--- src/rtl/up_down_load_counter.sv ---
// Loadable up/down binary counter, wraps modulo 2^CNT_WIDTH, with terminal flags and a wrap pulse.
// Load and count steps appear on counter_out one edge after sampling; at_max/at_min decode it with no extra latency.
module up_down_load_counter #(
  parameter int CNT_WIDTH = 3
) (
  input  logic                 clk,
  input  logic                 reset_n,
  input  logic                 load,
  input  logic [CNT_WIDTH-1:0] counter_in,
  input  logic                 up_down,
  output logic [CNT_WIDTH-1:0] counter_out,
  output logic                 at_max,
  output logic                 at_min,
  output logic                 wrap
);

  logic [CNT_WIDTH-1:0] r_cnt;
  logic                 r_wrap;
  logic [CNT_WIDTH-1:0] w_cnt_nxt;
  logic                 w_wrap_nxt;
  logic                 w_at_max;
  logic                 w_at_min;

  assign w_at_max = (r_cnt == {CNT_WIDTH{1'b1}});
  assign w_at_min = (r_cnt == '0);

  // Load wins over counting; the boundary crossing is judged on the pre-step value.
  always_comb begin
    w_cnt_nxt  = r_cnt;
    w_wrap_nxt = 1'b0;
    if (load) begin
      w_cnt_nxt  = counter_in;
    end else if (up_down) begin
      w_cnt_nxt  = r_cnt + 1'b1;
      w_wrap_nxt = w_at_max;
    end else begin
      w_cnt_nxt  = r_cnt - 1'b1;
      w_wrap_nxt = w_at_min;
    end
  end

  // reset_n is active-high despite its name.
  always_ff @(posedge clk or posedge reset_n) begin
    if (reset_n) begin
      r_cnt  <= '0;
      r_wrap <= 1'b0;
    end else begin
      r_cnt  <= w_cnt_nxt;
      r_wrap <= w_wrap_nxt;
    end
  end

  assign counter_out = r_cnt;
  assign wrap        = r_wrap;
  assign at_max      = w_at_max;
  assign at_min      = w_at_min;

endmodule

--- config.mk ---
export PLATFORM = sky130hd
export DESIGN_NAME = up_down_load_counter
export DESIGN_NICKNAME = d
export VERILOG_FILES = /design/src/rtl/up_down_load_counter.sv
export SDC_FILE = /design/constraint.sdc
export NUM_CORES = 1
export LEC_CHECK = 0
export CORE_AREA = 2 2 39 41
export CTS_CLUSTER_DIAMETER = 30
export CTS_CLUSTER_SIZE = 40
export DETAILED_ROUTE_END_ITERATION = 6
export DIE_AREA = 0 0 41 43
export GPL_ROUTABILITY_DRIVEN = 1
export PLACE_DENSITY = 0.49
export SETUP_SLACK_MARGIN = 0.5
export SLEW_MARGIN = 40
export SYNTH_ARGS = -nofsm -noshare
export SYNTH_HDL_FRONTEND = slang
export SYNTH_SLANG_ARGS = --single-unit
--- constraint.sdc ---
create_clock -name clk -period 1.6 [get_ports clk]
set_clock_uncertainty 0.2 [all_clocks]
set_input_delay 0.4 -clock clk [delete_from_list [all_inputs] [get_ports clk]]
set_output_delay 0.4 -clock clk [all_outputs]
set_load 0.02 [all_outputs]
==> results.txt, run 1 <==
Synth area leaders: dfrtp_1 (46%), mux2_2 (10%), xnor3_1 (10%), fa_1 (9.2%), inv_1 (5.2%)
Rel. slew slack: 0.907
row cnt: 14
clk sinks: 4
CTS tree: built
synthesized area: 218 um^2
YS warnings: 0
RSZ-0062 raised after global routing: yes
WP data arrival: 1570 ps
fmax: 0.603 GHz
gpl congestion: 0.625
largest net degree at the start of global routing: 6
Die Area: 1760 um^2
final hold slack: 158 ps
Pwr per Cell Area: 1170 nW/um^2
CP Class: register to register
max cap viols: 0
io pins: 13
core area: 1380 um^2
n_diodes: 0
Reg area: 103 um^2
worst reg2reg setup slack: -60 ps
Setup crit start kind: register
syn nets: 25
most frequent cells in the layout: buf_6 (9), buf_4 (6), clkdlybuf4s50_1 (5), clkbuf_4 (3)
hold_buf cts: 0
Pre-antenna DRT Iters: 2
WL final: 579 um
Initial DRC Count: 1
Reg clk slew, reported paths: 30 ps
share of cells above drive strength 1: 0.683
Leak: 0.000236 uW
root buffer cell: clkbuf_4
area grow syn2layout: 124%
Setup Viol. Count Final: 2
drt via density: 3.98
CP max FO: 4
nets: 51
leading cell type in the layout, fill and taps excluded: buf_6
Die Y-Extent: 43 um
r2r startpoint: counter_out[1]
H-tree levels: 1
Avg WL per Cell: 10.2 um
status: finished, violations left
total CTS buffers: 3
violations in the final reports: setup timing
vias in the first global route: 245
global route total overflow: 0
dpl hpwl: 484 um
Antenna Violating Nets Remaining: 0
Global Route Usage Sum: 0.0779
first-pass GRT wire length: 931 um
worst hold path type: input pin to asynchronous set/reset pin
worst skew pair latency: 220 ps
Slew Limit Fails: 0
initial antenna violation count: 0
die width: 41 um
CP required: 1510 ps
PnR worst setup slack: -59.1 ps
Yosys top cell by area: dfrtp_1
DRC Markers: 0
top cell type's share of synthesized area: 0.460
Initial Utilization: 0.157
fill count: 147
Max rail drop VDD: 0.000372 V
worst reg2reg path depth: 4
post-synthesis cell count: 17
Final Cycle Share: 1.04
Setup TNS: -59.7 ps
Avg Inst Size Synth: 12.8 um^2
Synth cell types: 11
Worst R2R End: counter_out[2]
area of the multi-input gates: 125 um^2
Final Hold Violating Endpoints: 0
Worst-Margin Slew: 136 ps
Max Root-Sink Buffers: 2
CP endpoint kind: register
crit path time final: 1660 ps
via count: 227
number of port buffers: 12
Seq/Total Area, Yosys: 0.460
flops & latches, synth: 4
==> final cells by class <==
cell class / count / share of cell area
clock buffers: 3 / 0.0463
flip-flops and latches: 4 / 0.211
inverters: 3 / 0.0231
multi-input cells: 10 / 0.257
repair buffers: 21 / 0.422
well taps: 16 / 0.0411
==> registers in the layout, summed over array words and instances, names as in the netlist <==
signal and count:
counter_out 3, wrap 1
==> worst max-delay path: stages (launching register included) <==
cell and delay (ps):
dfrtp_2 420, buf_6 120, fa_2 340, xnor3_1 190, mux2_4 270
==> timing repair <==
action / 4_1_cts / 5_1_grt
gates resized for setup: 43 / 1
setup buffers: 3 / 1
pin swaps: 3 / 2
endpoints found under the setup margin: 10 / 10
==> cells in the mapped netlist (all sizes together) <==
| master | n |
|---|---|
| xnor3 | 1 |
| and3 | 1 |
| inv | 3 |
| mux2 | 2 |
| fa | 1 |
| nand4 | 1 |
| or4 | 1 |
| nor3 | 1 |
| a21oi | 1 |
| dfrtp | 4 |
| mux2i | 1 |
==> power by group <==
group | switching, uW | internal (uW) | leakage (uW)
registers | 22.9 | 124 | 0.0000467
clock network | 33.5 | 83.4 | 0.0000138
logic | 110 | 195 | 0.000175
==> logic make-up (layout without fill, tap and decap cells) <==
logic type / Yosys count / count (layout) / synth area share
AOI/OAI and AO/OA: 1 / 1 / 0.0230
DFF: 4 / 4 / 0.460
buffers and inverters: 3 / 27 / 0.0517
xor gates and xnor gates: 1 / 1 / 0.103
adders and majority gates: 1 / 1 / 0.0920
muxes: 3 / 3 / 0.149
and+or+nand+nor: 4 / 4 / 0.121
==> stage by stage <==
stage	setup slack, ps	instances	power, uW	util	area, um^2
floorplan	23.0	17	253	-	228
global placement	-490	50	368	0.293	405
detailed placement	-500	50	377	0.293	405
CTS	-66.9	56	555	0.344	475
global route	-101	57	608	0.352	487
finish	-59.1	57	569	0.352	487
==> routing by layer <==
metal  vias to the layer above  share of wire  track usage
met5                         -              0            0
met4                         0              0       0.0400
met3                         0          0.040       0.0157
met2                         6           0.64        0.153
met1                       112           0.32       0.0625
li1                        109              -            -
==> worst max path at each step <==
stage / from / end / slack (ps) / depth (start not counted)
2_1_floorplan: counter_out[0] / counter_out[2] / 20 / 3
4_1_cts: counter_out[1] / counter_out[2] / -70 / 4
5_1_grt: counter_out[1] / counter_out[2] / -100 / 4
3_5_place_dp: up_down / counter_out[2] / -500 / 5
6_report: counter_out[1] / counter_out[2] / -60 / 4
3_3_place_gp: up_down / counter_out[2] / -490 / 5
Note: power is estimated with default switching activity, not from simulation.
==> run 2: changes to the inputs <==
CTS_CLUSTER_SIZE = not set   (was 40)
==> results of run 2 <==
The final DEF is identical to that of run 1; final timing and power are the same.
